`src/rtl/abs_arb_pkg.sv`:
```
// Shared definitions for the absolute-value sharing arbiter: state encoding,
// ID-width helper and the most-negative operand pattern.
package abs_arb_pkg;

  typedef enum logic {
    S_EMPTY = 1'b0,
    S_FULL  = 1'b1
  } state_e;

  function automatic int clog2(input int n);
    int r;
    r = 0;
    while ((1 << r) < n) r++;
    return r;
  endfunction

  // Only the low n bits are meaningful: 1 followed by n-1 zeros.
  function automatic logic [31:0] most_neg(input int n);
    return 32'd1 << (n - 1);
  endfunction

endpackage

```
`src/rtl/abs_value.sv`:
```
// Combinational two's-complement absolute value; -2^(N-1) wraps to itself.
module abs_value #(
  parameter int N = 5
) (
  input  logic [N-1:0] a,
  output logic [N-1:0] y
);

  assign y = (a ^ {N{a[N-1]}}) + N'(a[N-1]);

endmodule

```
`src/rtl/rr_arbiter.sv`:
```
// Combinational round-robin arbiter: first requester at or after ptr wins.
module rr_arbiter
  import abs_arb_pkg::*;
#(
  parameter  int NREQ = 4,
  localparam int IDW  = clog2(NREQ)
) (
  input  logic [NREQ-1:0] req,
  input  logic [IDW-1:0]  ptr,
  input  logic            en,
  output logic [NREQ-1:0] grant,
  output logic [IDW-1:0]  grant_idx
);

  logic [IDW-1:0] cand [NREQ];
  logic           found;

  always_comb begin
    grant     = '0;
    grant_idx = '0;
    found     = 1'b0;
    for (int k = 0; k < NREQ; k++) begin
      cand[k] = IDW'((int'(ptr) + k) % NREQ);
    end
    for (int k = 0; k < NREQ; k++) begin
      if (en && !found && req[cand[k]]) begin
        grant[cand[k]] = 1'b1;
        grant_idx      = cand[k];
        found          = 1'b1;
      end
    end
  end

endmodule

```
`src/rtl/abs_share_arbiter.sv`:
```
// Shares one abs_value datapath between NREQ valid/ready requesters with a
// single registered result port (id, overflow flag, transfer counter).
module abs_share_arbiter
  import abs_arb_pkg::*;
#(
  parameter  int N    = 5,
  parameter  int NREQ = 4,
  localparam int IDW  = clog2(NREQ)
) (
  input  logic              clk,
  input  logic              rst,
  input  logic [NREQ-1:0]   req_valid,
  input  logic [NREQ*N-1:0] req_data,
  output logic [NREQ-1:0]   req_ready,
  output logic              resp_valid,
  input  logic              resp_ready,
  output logic [N-1:0]      resp_data,
  output logic [IDW-1:0]    resp_id,
  output logic              resp_ovf,
  output logic [7:0]        busy_cnt
);

  // Handshake: a transfer happens on a rising edge where valid && ready are
  // both high; ready never waits on another requester's ready.
  localparam logic [N-1:0] MOST_NEG = N'(most_neg(N));

  state_e         state_q, state_d;
  logic [IDW-1:0] rr_ptr_q, rr_ptr_d;
  logic           resp_valid_q, resp_valid_d;
  logic [N-1:0]   resp_data_q, resp_data_d;
  logic [IDW-1:0] resp_id_q, resp_id_d;
  logic           resp_ovf_q, resp_ovf_d;
  logic [7:0]     busy_cnt_q, busy_cnt_d;

  logic [NREQ-1:0] grant;
  logic [IDW-1:0]  grant_idx;
  logic [N-1:0]    operand;
  logic [N-1:0]    abs_res;
  logic            consume;
  logic            can_load;

  assign consume  = resp_valid_q && resp_ready;
  assign can_load = (state_q == S_EMPTY) || consume;

  rr_arbiter #(.NREQ(NREQ)) u_arb (
    .req       (req_valid),
    .ptr       (rr_ptr_q),
    .en        (can_load),
    .grant     (grant),
    .grant_idx (grant_idx)
  );

  assign operand = req_data[int'(grant_idx)*N +: N];

  abs_value #(.N(N)) u_abs (
    .a (operand),
    .y (abs_res)
  );

  // Registers are already held in reset; only the combinational grant needs masking.
  assign req_ready = grant & {NREQ{!rst}};

  always_comb begin
    state_d      = state_q;
    rr_ptr_d     = rr_ptr_q;
    resp_valid_d = resp_valid_q;
    resp_data_d  = resp_data_q;
    resp_id_d    = resp_id_q;
    resp_ovf_d   = resp_ovf_q;
    busy_cnt_d   = busy_cnt_q + 8'(consume);
    if (|grant) begin
      state_d      = S_FULL;
      resp_valid_d = 1'b1;
      resp_data_d  = abs_res;
      resp_id_d    = grant_idx;
      resp_ovf_d   = (operand == MOST_NEG);
      rr_ptr_d     = IDW'((int'(grant_idx) + 1) % NREQ);
    end else if (consume) begin
      state_d      = S_EMPTY;
      resp_valid_d = 1'b0;
    end
  end

  always_ff @(posedge clk or posedge rst) begin
    if (rst) begin
      state_q      <= S_EMPTY;
      rr_ptr_q     <= '0;
      resp_valid_q <= 1'b0;
      resp_data_q  <= '0;
      resp_id_q    <= '0;
      resp_ovf_q   <= 1'b0;
      busy_cnt_q   <= '0;
    end else begin
      state_q      <= state_d;
      rr_ptr_q     <= rr_ptr_d;
      resp_valid_q <= resp_valid_d;
      resp_data_q  <= resp_data_d;
      resp_id_q    <= resp_id_d;
      resp_ovf_q   <= resp_ovf_d;
      busy_cnt_q   <= busy_cnt_d;
    end
  end

  assign resp_valid = resp_valid_q;
  assign resp_data  = resp_data_q;
  assign resp_id    = resp_id_q;
  assign resp_ovf   = resp_ovf_q;
  assign busy_cnt   = busy_cnt_q;

endmodule

```
`config.mk`:
```
export PLATFORM = sky130hd
export DESIGN_NAME = abs_share_arbiter
export DESIGN_NICKNAME = d
export VERILOG_FILES = /design/src/rtl/abs_arb_pkg.sv /design/src/rtl/abs_value.sv /design/src/rtl/rr_arbiter.sv /design/src/rtl/abs_share_arbiter.sv
export SDC_FILE = /design/constraint.sdc
export NUM_CORES = 1
export LEC_CHECK = 0
export BUFFER_PORTS_ARGS = -buffer_cell sky130_fd_sc_hd__buf_2
export CAP_MARGIN = 10
export CORE_ASPECT_RATIO = 0.5
export CORE_MARGIN = 10
export CORE_UTILIZATION = 54
export CTS_CLUSTER_SIZE = 12
export DETAILED_ROUTE_END_ITERATION = 16
export GPL_TIMING_DRIVEN = 0
export PLACE_DENSITY = 0.77
export SYNTH_ARGS = -nofsm -noshare
export SYNTH_HDL_FRONTEND = slang
export SYNTH_SLANG_ARGS = --single-unit
```
`constraint.sdc`:
```
create_clock -name clk -period 5.43 [get_ports clk]
set_clock_uncertainty 0.2 [all_clocks]
set_input_delay 0.8145 -clock clk [delete_from_list [all_inputs] [get_ports clk]]
set_output_delay 0.8145 -clock clk [all_outputs]
set_load 0.02 [all_outputs]
```
* Word-level counts from Yosys, hierarchy flattened *
Index checks and enable logic that the tools add are counted.

operators by class
  add/sub/neg operators = 6
  $mul = 1
  div/mod/pow operators = 0
  $lt $le $gt $ge = 8
  eq/ne operators = 1
  shift operators = 1
  muxes and demuxes = 29
  bitwise gates (word level) = 6
  reductions and logical operators = 19

operators with widths
  cell                                                                                  count
  20-bit by 6-bit variable part select with 5-bit output                                1
  4-bit 2-to-1 mux                                                                      4
  1-bit 2-to-1 mux                                                                      13
  1-bit logical AND                                                                     12
  2-bit by 3-bit less-than comparator with 1-bit output (second input constant)         4
  4-bit OR                                                                              3
  8-bit by 1-bit adder with 8-bit output                                                1
  1-bit binary-select mux with 2-bit select                                             4
  1-bit demux with 2-bit select                                                         4
  2-bit by 1-bit greater-or-equal comparator with 1-bit output (second input constant)  4
  2-bit 2-to-1 mux                                                                      4
  5-bit by 1-bit adder with 5-bit output                                                1
  5-bit equality test (second input constant)                                           1
  2-bit by 3-bit multiplier with 5-bit output (second input constant)                   1
  5-bit bitwise XOR                                                                     1
  2-bit by 1-bit adder with 2-bit output (second input constant)                        2
  2-bit adder (second input constant)                                                   2
  4-bit bitwise AND                                                                     1
  1-bit logical NOT                                                                     4
  4-bit OR reduction                                                                    1
  2-bit nonzero test                                                                    1
  1-bit logical OR                                                                      1
  1-bit inverter                                                                        1

word-level totals
  flip-flop bits (word level) = 19
  latch bits = 0
  RAM bits = 0
  ROM bits = 0
  input bits = 27
  output and inout bits = 21
  word-level logic and storage cells = 77
  memories kept = 0

* Depth between registers and ports, before layout *
Gate-level depths: netlist of run 1.

  word-level depth = 20
  gate-level depth with buffers = 18
  depth with buffers taken out = 13

* By module *
Synthesis of run 1 repeated with hierarchy kept, for this count alone.

unflattened totals
  cell total of the unflattened synthesis = 158
  area, all modules = 1662.8 µm²

by module, submodules not included
  module             instances  cells each  area an instance (µm²)  seq. area each (µm²)
  abs_share_arbiter  1          65          913.4                   475.5
  rr_arbiter         1          74          600.6                   0.0
  abs_value          1          19          148.9                   0.0

* Worst setup path after synthesis of run 1 *
No wires, ideal clock.

  path type = register to register
  start point = register rr_ptr_q[0]
  end point = register resp_data_q[2], in the netlist resp_data[2]
  setup time = 0.074 ns
  data arrival time = 3.981 ns
  required time = 5.156 ns
  slack = 1.175 ns
  stages on the path, launching flop included = 19
  buffers on the path = 5
  period minus slack after synthesis = 4.255 ns
  path through = dfrtp_1 -> buf_6 -> clkinv_1 -> clkbuf_1 -> ha_1 -> buf_6 -> mux4_2 -> inv_2 -> o211a_4 -> buf_6 -> nor3_1 -> a211oi_2 -> o32ai_2 -> or2_0 -> buf_2 -> xnor2_1 -> ha_1 -> xnor3_1 -> o21ai_2

on the way
  longest elaborated chain between the ends = 20
  elaborated cells between the ends (all ways) = 60
  classes of those cells = 4 x add/sub; 1 x mul; 8 x order compare; 1 x shift; 27 x mux; 4 x bitwise; 15 x reduce/logical

RTL lines
  element                                                 line                     source
  start: declaration                                      abs_share_arbiter.sv:28  logic [IDW-1:0] rr_ptr_q, rr_ptr_d;
  start signal: assignment                                abs_share_arbiter.sv:95  rr_ptr_q <= rr_ptr_d;
  1-bit binary-select mux with 2-bit select               rr_arbiter.sv:26         if (en && !found && req[cand[k]]) begin
  1-bit 2-to-1 mux (not written as such)                  rr_arbiter.sv:26
  1-bit logical AND                                       rr_arbiter.sv:26
  1-bit 2-to-1 mux                                        rr_arbiter.sv:26
  1-bit logical NOT                                       rr_arbiter.sv:26
  1-bit logical AND (2 in series)                         rr_arbiter.sv:26
  1-bit 2-to-1 mux                                        rr_arbiter.sv:26
  1-bit logical NOT                                       rr_arbiter.sv:26
  1-bit logical AND (2 in series)                         rr_arbiter.sv:26
  1-bit 2-to-1 mux                                        rr_arbiter.sv:26
  1-bit logical NOT                                       rr_arbiter.sv:26
  1-bit logical AND (2 in series)                         rr_arbiter.sv:26
  2-bit 2-to-1 mux                                        rr_arbiter.sv:26
  2-bit by 3-bit multiplier with 5-bit output             abs_share_arbiter.sv:53  assign operand = req_data[int'(grant_idx)*N +: N];
  20-bit by 6-bit variable part select with 5-bit output  abs_share_arbiter.sv:53
  5-bit bitwise XOR                                       abs_value.sv:9           assign y = (a ^ {N{a[N-1]}}) + N'(a[N-1]);
  5-bit by 1-bit adder with 5-bit output                  abs_value.sv:9
  end signal: assignment                                  abs_share_arbiter.sv:97  resp_data_q <= resp_data_d;
  end: declaration                                        abs_share_arbiter.sv:30  logic [N-1:0] resp_data_q, resp_data_d;

Parallel ways exist; a longest one is shown, timed or not. The select of a mux whose other input is x is not followed.
A chain may end at the register's enable or synchronous reset.

* Final worst setup path of run 1 *
  start point = register rr_ptr_q[0]
  end point = output port req_ready[2]

on the way
  longest elaborated chain between the ends = 17
  elaborated cells between the ends (all ways) = 52
  classes of those cells = 3 x add/sub; 8 x order compare; 23 x mux; 4 x bitwise; 14 x reduce/logical

RTL lines
  element                                                                                         line                     source
  branches (longest 15 deep; another with 2-bit by 3-bit less-than comparator with 1-bit output)  --
  4-bit 2-to-1 mux (*)                                                                            rr_arbiter.sv:26
  4-bit bitwise AND (*)                                                                           abs_share_arbiter.sv:61  assign req_ready = grant & {NREQ{!rst}};
  end: declaration                                                                                abs_share_arbiter.sv:14  output logic [NREQ-1:0] req_ready,

Mark *: on every way between the ends. The select of a mux whose other input is x is not followed.

==> results.sh, run 1 <==
export IMPL_status="finished, final reports clean"
export IMPL_io_pins=48
export IMPL_p_seq_frac=0.148
export IMPL_synth_edff_count=0
export IMPL_setup_viol=0
export IMPL_clkPwrFrac=0.052
export IMPL_core_um2=3510
export IMPL_cts_resized=0
export IMPL_layout_setup_ws_ns=0.467
export IMPL_grt_setup_unrepaired="false"
export IMPL_seq_area_frac_synth=0.236
export IMPL_maxCapViolations=0
export IMPL_vias=1942
export IMPL_synth_top_family_by_area="compound AO/OA/AOI/OAI gates"
export IMPL_critPathMaxStageDelay_ns=0.51
export IMPL_viasPerCell=6.15
export IMPL_finalPower_mw=1.83
export IMPL_whs_ns=0.269
export IMPL_syn_num_nets=252
export IMPL_slew_headroom=0.544
export IMPL_crit_buf_inv=7
export IMPL_cts_setup_buffers=0
export IMPL_fmax_ghz=0.201
export IMPL_cp_cell_sequence="buf_6, clkinv_1, clkbuf_1, ha_1, buf_6, mux4_2, inv_2, a21oi_1, clkbuf_1, a222oi_1, a21oi_1, buf_2"
export IMPL_drc=0
export IMPL_synth_xor_area_frac=0.0460
export IMPL_netlist_area_um2=2010
export IMPL_die_w_um=106
export IMPL_start_kind="flip-flop"
export IMPL_path_delay_family="buffers and inverters"
export IMPL_critPathMaxFanout=13
export IMPL_pwr_share_comb=0.800
export IMPL_grt_pass1_vias=1813
export IMPL_setup_tns_ns=0
export IMPL_yosys_warnings=0
export IMPL_power_internal_mw=0.897
export IMPL_post_route_min_period_ns=4.96
export IMPL_syn_inst=214
export IMPL_cts_tree="built"
export IMPL_ir_drop_mv=0.372
export IMPL_crit_type="reg -> out"
export IMPL_fin_area_um2=2360
export IMPL_grt_overflow=0
export IMPL_clk_latency_ns=0.25
export IMPL_drive_gt1_frac=0.332
export IMPL_port_buffer_count=47
export IMPL_p_sw_mw=0.937
export IMPL_cts_max_level=1
export IMPL_holdBufCountCts=0
export IMPL_worstPathArrival_ns=3.95
export IMPL_ant_nets=0
export IMPL_switching_share=0.511
export IMPL_synth_simple_gate_area_share=0.187
export IMPL_stdcell_count=316
export IMPL_synthAdderAreaFrac=0.0683
export IMPL_synthMuxAreaShare=0.135
export IMPL_grt_max_degree=20
export IMPL_hold_violations=0
export IMPL_finish_utilization=0.672
export IMPL_grt_pass1_wl_mm=8.89
export IMPL_n_antenna_cell=0
export IMPL_path_clk_slew_ns=0.07
export IMPL_end_kind="output port"
export IMPL_gp_congestion=0.850
export IMPL_drt_wl_total_mm=5.39
export IMPL_numCtsBuffers=3
export IMPL_total_leakage_power_nw=1.10
export IMPL_wire_per_inst_um=17.0
export IMPL_cts_root_buffer="clkbuf_8"
export IMPL_clockBufferDepth=2
export IMPL_async_flop_share=1.00
export IMPL_synth_compound_area_frac=0.261
export IMPL_core_rowCount=15
export IMPL_area_growth_syn_to_layout_pct=17.1
export IMPL_syn_area_per_cell_um2=9.41
export IMPL_start_util=0.574
export IMPL_ys_seq_elements=19
export IMPL_dp_cells=312
export IMPL_first_pass_iters=5
export IMPL_grt_usage=0.154
export IMPL_cts_sinks=19
export IMPL_post_route_period_util=0.914
export IMPL_place_area_um2=2310
export IMPL_slowest_stage="clkbuf_1"
export IMPL_p_per_area_nw_per_um2=778
export IMPL_synth_main_ff_cell="dfrtp_1"
export IMPL_drtIter0Drc=276
export IMPL_min_path_type="reg -> reg"
export IMPL_hpwl_mm=4.33
export IMPL_worstPathRequired_ns=4.42
export IMPL_netlist_cell_type_count=63
export IMPL_finalNetCount=304
export IMPL_tightest_slew_ns=0.683
export IMPL_drv_slew=0
export IMPL_die_h_um=63.2
export IMPL_dp_slack_ns=0.559
export IMPL_antenna_found_initial=0
export IMPL_num_fill_cells=309
export IMPL_dieArea_um2=6720
[cell families (layout without fill, tap and decap cells)]
| group | Yosys count | count (layout) |
|---|---|---|
| compound gates | 61 | 61 |
| xor+xnor | 9 | 9 |
| fa+ha+maj | 11 | 11 |
| buf+inv | 25 | 76 |
| flops | 19 | 19 |
| mux | 17 | 17 |
| simple gates | 72 | 72 |
[worst paths after layout]
| kind | from | to | slack [ns] | cells after the start |
|---|---|---|---|---|
| min in group asynchronous | rst | resp_valid | 0.50 | 2 |
| min | busy_cnt[7] | busy_cnt[7] | 0.27 | 1 |
| max reg2reg | rr_ptr_q[0] | resp_data[2] | 0.51 | 17 |
| min reg2reg | busy_cnt[7] | busy_cnt[7] | 0.27 | 1 |
| max | rr_ptr_q[0] | req_ready[2] | 0.47 | 12 |
| max in group asynchronous | rst | resp_data[1] | 4.10 | 2 |
[worst register-to-register path: stages, from the launching register on]
cell and delay [ns]:
dfrtp_1 0.48, buf_6 0.17, clkinv_1 0.23, clkbuf_1 0.37, ha_1 0.40, buf_6 0.15
mux4_2 0.60, inv_2 0.15, o211a_4 0.20, and2_1 0.23, nor2_2 0.11, o32ai_2 0.39
or2_0 0.15, buf_2 0.16, xnor2_1 0.14, ha_1 0.19, xnor3_1 0.42, o21ai_2 0.12
[power groups by stage]
stage	combinational, mW	clock, mW	sequential, mW
floorplan	1.08	0	0.328
global placement	1.42	0	0.269
detailed placement	1.46	0	0.273
CTS	1.47	0.0961	0.271
global route	1.61	0.103	0.282
finish	1.47	0.0955	0.272
[layout by cell type, fill, tap and decap left out, drive strengths merged, types with 2 or more instances in the layout]
cell type / count
o211a: 2
mux2: 2
o211ai: 5
xnor2: 6
o31ai: 2
clkbuf: 8
a41oi: 2
or2: 2
ha: 11
o21ai: 6
nor2b: 3
nand3: 6
nor3: 11
a211oi: 7
buf: 55
mux4: 8
nand4: 4
nand2: 17
a31oi: 4
a211o: 2
dfrtp: 19
and3: 4
a21oi: 10
and2: 5
a311oi: 2
inv: 12
a222oi: 4
mux2i: 7
xor2: 2
or3: 4
nor2: 14
o311ai: 2
[registers in the layout, summed over array words and instances (netlist names)]
| signal | flops |
|---|---|
| resp_id | 2 |
| resp_valid | 1 |
| rr_ptr_q | 2 |
| resp_data | 5 |
| busy_cnt | 8 |
| resp_ovf | 1 |
[routing by layer]
layer	vias up	GRT usage	share of wire
met3	5	0.0233	0.071
met5	-	0	0
met2	70	0.242	0.45
met4	0	0.0252	0.0058
li1	933	-	-
met1	934	0.219	0.47
[synthesized netlist by cell type (all sizes together) (3+ instances only)]
cell type,n,area (µm²)
dfrtp,19,475
nand2,17,66.3
nor2,14,62.6
inv,12,45.0
ha,11,138
nor3,11,55.1
a21oi,10,50.1
buf,8,70.1
mux4,8,180
a211oi,7,67.6
mux2i,7,70.1
nand3,6,30.0
o21ai,6,41.3
xnor2,6,52.6
and2,5,31.3
o211ai,5,42.5
a222oi,4,40.0
a31oi,4,25.0
and3,4,25.0
clkbuf,4,15.0
nand4,4,25.0
or3,4,25.0
nor2b,3,28.8
[area by class of cell]
type / count / area [µm²] / share of cell area
buffer: 12 / 85.1 / 0.0361
clock buffer: 4 / 45.0 / 0.0191
inverter: 13 / 48.8 / 0.0207
multi-input combinational: 170 / 1410 / 0.596
sequential: 19 / 475 / 0.202
tap: 51 / 63.8 / 0.0271
timing repair buffer: 47 / 235 / 0.0997
Power figures use the tool's default switching activity.
==> run 2: changes to the inputs <==
- CORE_UTILIZATION: 54 -> 40
- PLACE_DENSITY: 0.77 -> 0.61
- SYNTH_HIERARCHICAL: not set -> 1
==> results.sh, run 2 <==
export IMPL_yosys_top_cells_count="19 x dfrtp_1, 13 x nand2_1, 11 x ha_1"
export IMPL_crit_type="reg -> reg"
export IMPL_synth_area_leaders="dfrtp_1 29%, mux4_2 9.5%, ha_1 8.3%"
export IMPL_die_h_um=65.6
export IMPL_synth_most_common_cell="dfrtp_1"
export IMPL_synth_edff_count=0
export IMPL_worstPathRequired_ns=5.38
export IMPL_grt_overflow=0
export IMPL_dieArea_um2=7290
export IMPL_dp_cells=257
export IMPL_maxCapViolations=0
export IMPL_ir_drop_mv=0.203
export IMPL_drt_wl_total_mm=3.79
export IMPL_path_clk_slew_ns=0.08
export IMPL_core_um2=3940
export IMPL_syn_inst=158
export IMPL_grt_pass1_wl_mm=6.54
export IMPL_setup_tns_ns=0
export IMPL_drtIter0Drc=51
export IMPL_finish_utilization=0.508
export IMPL_drc=0
export IMPL_cts_tree="built"
export IMPL_wire_per_inst_um=14.5
export IMPL_core_rowCount=16
export IMPL_io_pins=48
export IMPL_post_route_period_util=0.825
export IMPL_finalNetCount=246
export IMPL_viasPerCell=5.31
export IMPL_cts_resized=0
export IMPL_tightest_slew_ns=0.718
export IMPL_synth_top_area_share=0.286
export IMPL_r2r_slack_ns=0.95
export IMPL_yosys_area_top_type="dfrtp_1"
export IMPL_p_per_area_nw_per_um2=678
export IMPL_syn_num_nets=196
export IMPL_end_kind="flip-flop"
export IMPL_start_util=0.422
export IMPL_antenna_found_initial=0
export IMPL_area_growth_syn_to_layout_pct=20.4
export IMPL_die_w_um=111
export IMPL_fmax_ghz=0.223
export IMPL_yosys_warnings=6
export IMPL_clk_latency_ns=0.26
export IMPL_grt_pass1_vias=1382
export IMPL_critPathMaxFanout=10
export IMPL_port_buffer_count=45
export IMPL_ys_seq_elements=19
export IMPL_netlist_area_um2=1660
export IMPL_setup_viol=0
export IMPL_cts_max_level=1
export IMPL_vias=1387
export IMPL_async_flop_share=1.00
export IMPL_grt_max_degree=20
export IMPL_status="finished, final reports clean"
export IMPL_drv_slew=0
export IMPL_hold_violations=0
export IMPL_clockBufferDepth=2
export IMPL_drive_gt1_frac=0.377
export IMPL_seq_area_frac_synth=0.286
export IMPL_grt_setup_unrepaired="false"
export IMPL_cts_root_buffer="clkbuf_8"
export IMPL_first_pass_iters=4
export IMPL_hpwl_mm=3.08
export IMPL_cts_setup_buffers=0
export IMPL_multi_input_area_um2=1070
export IMPL_cts_sinks=19
export IMPL_netlist_cell_type_count=52
export IMPL_synth_main_ff_cell="dfrtp_1"
export IMPL_syn_area_per_cell_um2=10.5
export IMPL_start_kind="flip-flop"
export IMPL_whs_ns=0.277
export IMPL_total_leakage_power_nw=0.946
export IMPL_holdBufCountCts=0
export IMPL_min_path_type="reg -> reg"
export IMPL_post_route_min_period_ns=4.48
export IMPL_ant_nets=0
export IMPL_regArea_um2=475
export IMPL_slew_headroom=0.521
export IMPL_grt_usage=0.103
export IMPL_numCtsBuffers=3
export IMPL_final_common_cell="buf_2"
export IMPL_gp_congestion=0.810
export IMPL_final_cell_mix="48 x buf_2, 19 x dfrtp_1, 13 x nand2_1"
export IMPL_stdcell_count=261
export IMPL_num_fill_cells=357
export IMPL_n_antenna_cell=0
export IMPL_finalPower_mw=1.36
export IMPL_worstPathArrival_ns=4.43
export IMPL_largest_reg_flops=8
-- run 2: changes by cell type in the layout (fill, tap and decap cells not counted), moves of 5 or more --
cell and delta:
a21oi_1 -7, nor2_1 -11, inv_1 -8, nor3_1 -7
nor2b_1 +5
-- run 2: kinds of logic after synthesis --
kind of cell | synth area share
simple gates | 0.196
buf+inv | 0.0730
xor+xnor | 0.0579
flops | 0.286
mux | 0.187
fa+ha+maj | 0.0828
compound gates | 0.117
-- run 2: layer usage --
metal	global-route usage	part of all wire	vias up	routed length, µm
met3	0.0263	0.051	2	195
met1	0.121	0.44	669	1650
li1	-	-	687	-
met2	0.185	0.50	29	1910
met4	0.0271	0.0071	0	27
met5	0	0	-	0
-- run 2: final timing paths --
check | start | endpoint | depth (start not counted)
max | rr_ptr_q[0] | resp_data[2] | 16
min | busy_cnt[7] | busy_cnt[7] | 1
max reg2reg | rr_ptr_q[0] | resp_data[2] | 16
min reg2reg | busy_cnt[7] | busy_cnt[7] | 1
max in group asynchronous | rst | busy_cnt[1] | 2
min in group asynchronous | rst | rr_ptr_q[1] | 2
-- run 2: final cells by class --
class / instances / share of cell area
inverters: 5 / 0.0119
plain buffers: 12 / 0.0487
clock buffers: 3 / 0.0206
clock inverters: 1 / 0.00250
multi-input cells: 122 / 0.532
flip-flops and latches: 19 / 0.238
repair buffers: 45 / 0.113
well taps: 54 / 0.0338
-- run 2: through the flow --
stage	setup WS (ns)	area, µm²
2_1_floorplan	1.27	1660
3_3_place_gp	0.971	1960
3_5_place_dp	0.948	1960
4_1_cts	0.943	2000
5_1_grt	0.649	2000
6_report	0.951	2000
-- run 2: power breakdown --
part / internal, mW / switching (mW) / total, mW
sequential: 0.210 / 0.0543 / 0.265
combinational: 0.477 / 0.518 / 0.994
clock: 0.0510 / 0.0482 / 0.0992
total: 0.738 / 0.620 / 1.36
-- run 2: worst max-delay path: stages, from the launching register on --
cell and delay (ns):
dfrtp_1 0.55, buf_4 0.24, inv_2 0.10, ha_1 0.30, buf_6 0.15, mux4_2 0.58, nand4_1 0.12, o31ai_1 0.08
nor3_1 0.25, buf_6 0.19, mux4_2 0.54, buf_6 0.16, xor2_1 0.15, ha_1 0.22, xnor2_1 0.14, xnor2_1 0.12
mux2_1 0.27
==> run 3: changes to the inputs <==
- clock period: 5.43 -> 4.17 ns (I/O delays scaled with it)
==> results.sh, run 3 (synthesized netlist as in run 2, its figures left out) <==
export IMPL_start_kind="flip-flop"
export IMPL_end_kind="flip-flop"
export IMPL_port_buffer_count=45
export IMPL_critical_path_most_common_cell="buf_6"
export IMPL_ant_nets=0
export IMPL_tightest_slew_ns=0.719
export IMPL_viasPerCell=5.30
export IMPL_wire_per_inst_um=14.5
export IMPL_cts_sinks=19
export IMPL_grt_overflow=0
export IMPL_slowest_stage="mux4_2"
export IMPL_vias=1463
export IMPL_maxCapViolations=0
export IMPL_post_route_min_period_ns=3.97
export IMPL_drv_slew=0
export IMPL_hold_violations=0
export IMPL_status="finished, final reports clean"
export IMPL_crit_type="reg -> reg"
export IMPL_p_per_area_nw_per_um2=921
export IMPL_grt_pass1_wl_mm=6.60
export IMPL_critPathMaxFanout=8
export IMPL_dieArea_um2=7290
export IMPL_total_leakage_power_nw=1.02
export IMPL_switching_share=0.439
export IMPL_fmax_ghz=0.252
export IMPL_grt_max_degree=20
export IMPL_cts_max_level=1
export IMPL_slew_headroom=0.520
export IMPL_power_internal_mw=1.11
export IMPL_worstPathArrival_ns=3.92
export IMPL_grt_usage=0.104
export IMPL_core_rowCount=16
export IMPL_drt_wl_total_mm=4.01
export IMPL_die_w_um=111
export IMPL_crit_buf_inv=5
export IMPL_clockBufferDepth=2
export IMPL_drc=0
export IMPL_hpwl_mm=3.08
export IMPL_grt_setup_unrepaired="false"
export IMPL_cts_tree="built"
export IMPL_clkPwrFrac=0.065
export IMPL_path_clk_slew_ns=0.08
export IMPL_p_seq_frac=0.168
export IMPL_critPathMaxStageDelay_ns=0.54
export IMPL_final_common_cell="buf_2"
export IMPL_start_util=0.422
export IMPL_gp_congestion=0.810
export IMPL_core_um2=3940
export IMPL_path_delay_family="multiplexers"
export IMPL_min_path_type="reg -> reg"
export IMPL_grt_pass1_vias=1376
export IMPL_antenna_found_initial=0
export IMPL_worstPathRequired_ns=4.12
export IMPL_finish_utilization=0.546
export IMPL_first_pass_iters=4
export IMPL_die_h_um=65.6
export IMPL_finalNetCount=261
export IMPL_largest_reg_flops=8
export IMPL_clk_latency_ns=0.26
export IMPL_pwr_share_comb=0.767
export IMPL_cp_cell_sequence="buf_6, inv_2, ha_4, buf_6, mux4_2, nand4_1, o31ai_1, nor3_1, buf_6, mux4_2, buf_6, xor2_1, ha_2, xnor2_1, xnor2_1, mux2_1"
export IMPL_setup_viol=0
export IMPL_final_cell_mix="49 x buf_2, 17 x dfrtp_1, 16 x buf_4"
export IMPL_cts_root_buffer="clkbuf_8"
export IMPL_drtIter0Drc=45
export IMPL_drive_gt1_frac=0.459
export IMPL_n_antenna_cell=0
export IMPL_area_growth_syn_to_layout_pct=29.4
export IMPL_holdBufCountCts=0
export IMPL_p_sw_mw=0.869
export IMPL_ir_drop_mv=0.335
export IMPL_numCtsBuffers=3
export IMPL_post_route_period_util=0.952
export IMPL_io_pins=48
export IMPL_setup_tns_ns=0
-- run 3: cell types whose count changed in the layout (fill, tap and decap cells not counted), sizes merged --
cell  change
buf      +15
-- run 3: cell type report --
type | count | area, µm²
Fill cell | 337 | 1790
Clock buffer | 3 | 41.3
Multi-Input combinational cell | 122 | 1100
Clock inverter | 1 | 5.00
Sequential cell | 19 | 478
Buffer | 12 | 101
Timing Repair Buffer | 60 | 335
Inverter | 5 | 23.8
Tap cell | 54 | 67.6
-- run 3: per-layer routing --
layer / vias up / track usage / part of all wire
met5: - / 0 / 0
met1: 714 / 0.125 / 0.43
met2: 32 / 0.186 / 0.51
met4: 0 / 0.0239 / 0.0067
met3: 2 / 0.0263 / 0.050
li1: 715 / - / -
-- run 3: final timing paths --
path	startpoint	end	slack (ns)	depth (start not counted)
setup / recovery	rr_ptr_q[1]	resp_data[2]	0.20	16
hold / removal	busy_cnt[7]	busy_cnt[7]	0.28	1
setup reg to reg	rr_ptr_q[1]	resp_data[2]	0.20	16
hold reg to reg	busy_cnt[7]	busy_cnt[7]	0.28	1
max in group asynchronous	rst	rr_ptr_q[0]	2.96	2
min in group asynchronous	rst	rr_ptr_q[1]	0.31	2
-- run 3: what timing repair did --
action,CTS,global route
pin swaps,1,2
buffers inserted,2,12
resized for setup,2,8
endpoints found under the setup margin,4,3
gates cloned,0,1
-- run 3: power groups by stage --
stage	Sequential [mW]	Combinational [mW]	Clock, mW
6_report	0.334	1.52	0.129
5_1_grt	0.346	1.67	0.141
2_1_floorplan	0.423	0.954	0
4_1_cts	0.335	1.35	0.134
3_5_place_dp	0.349	1.31	0
3_3_place_gp	0.346	1.29	0
-- run 3: stage by stage --
| stage | power [mW] | cell area, µm² | worst slack (ns) | instances | hold WS [ns] |
|---|---|---|---|---|---|
| 6_report | 1.98 | 2150 | 0.200 | 276 | 0.277 |
| 5_1_grt | 2.16 | 2150 | 0.0275 | 276 | 0.302 |
| 4_1_cts | 1.82 | 2020 | 0.0522 | 263 | 0.291 |
| 3_5_place_dp | 1.66 | 1960 | -0.312 | 257 | 0.278 |
| 3_3_place_gp | 1.64 | 1960 | -0.289 | 257 | 0.257 |
| 2_1_floorplan | 1.38 | 1660 | 0.00972 | 158 | 0.364 |
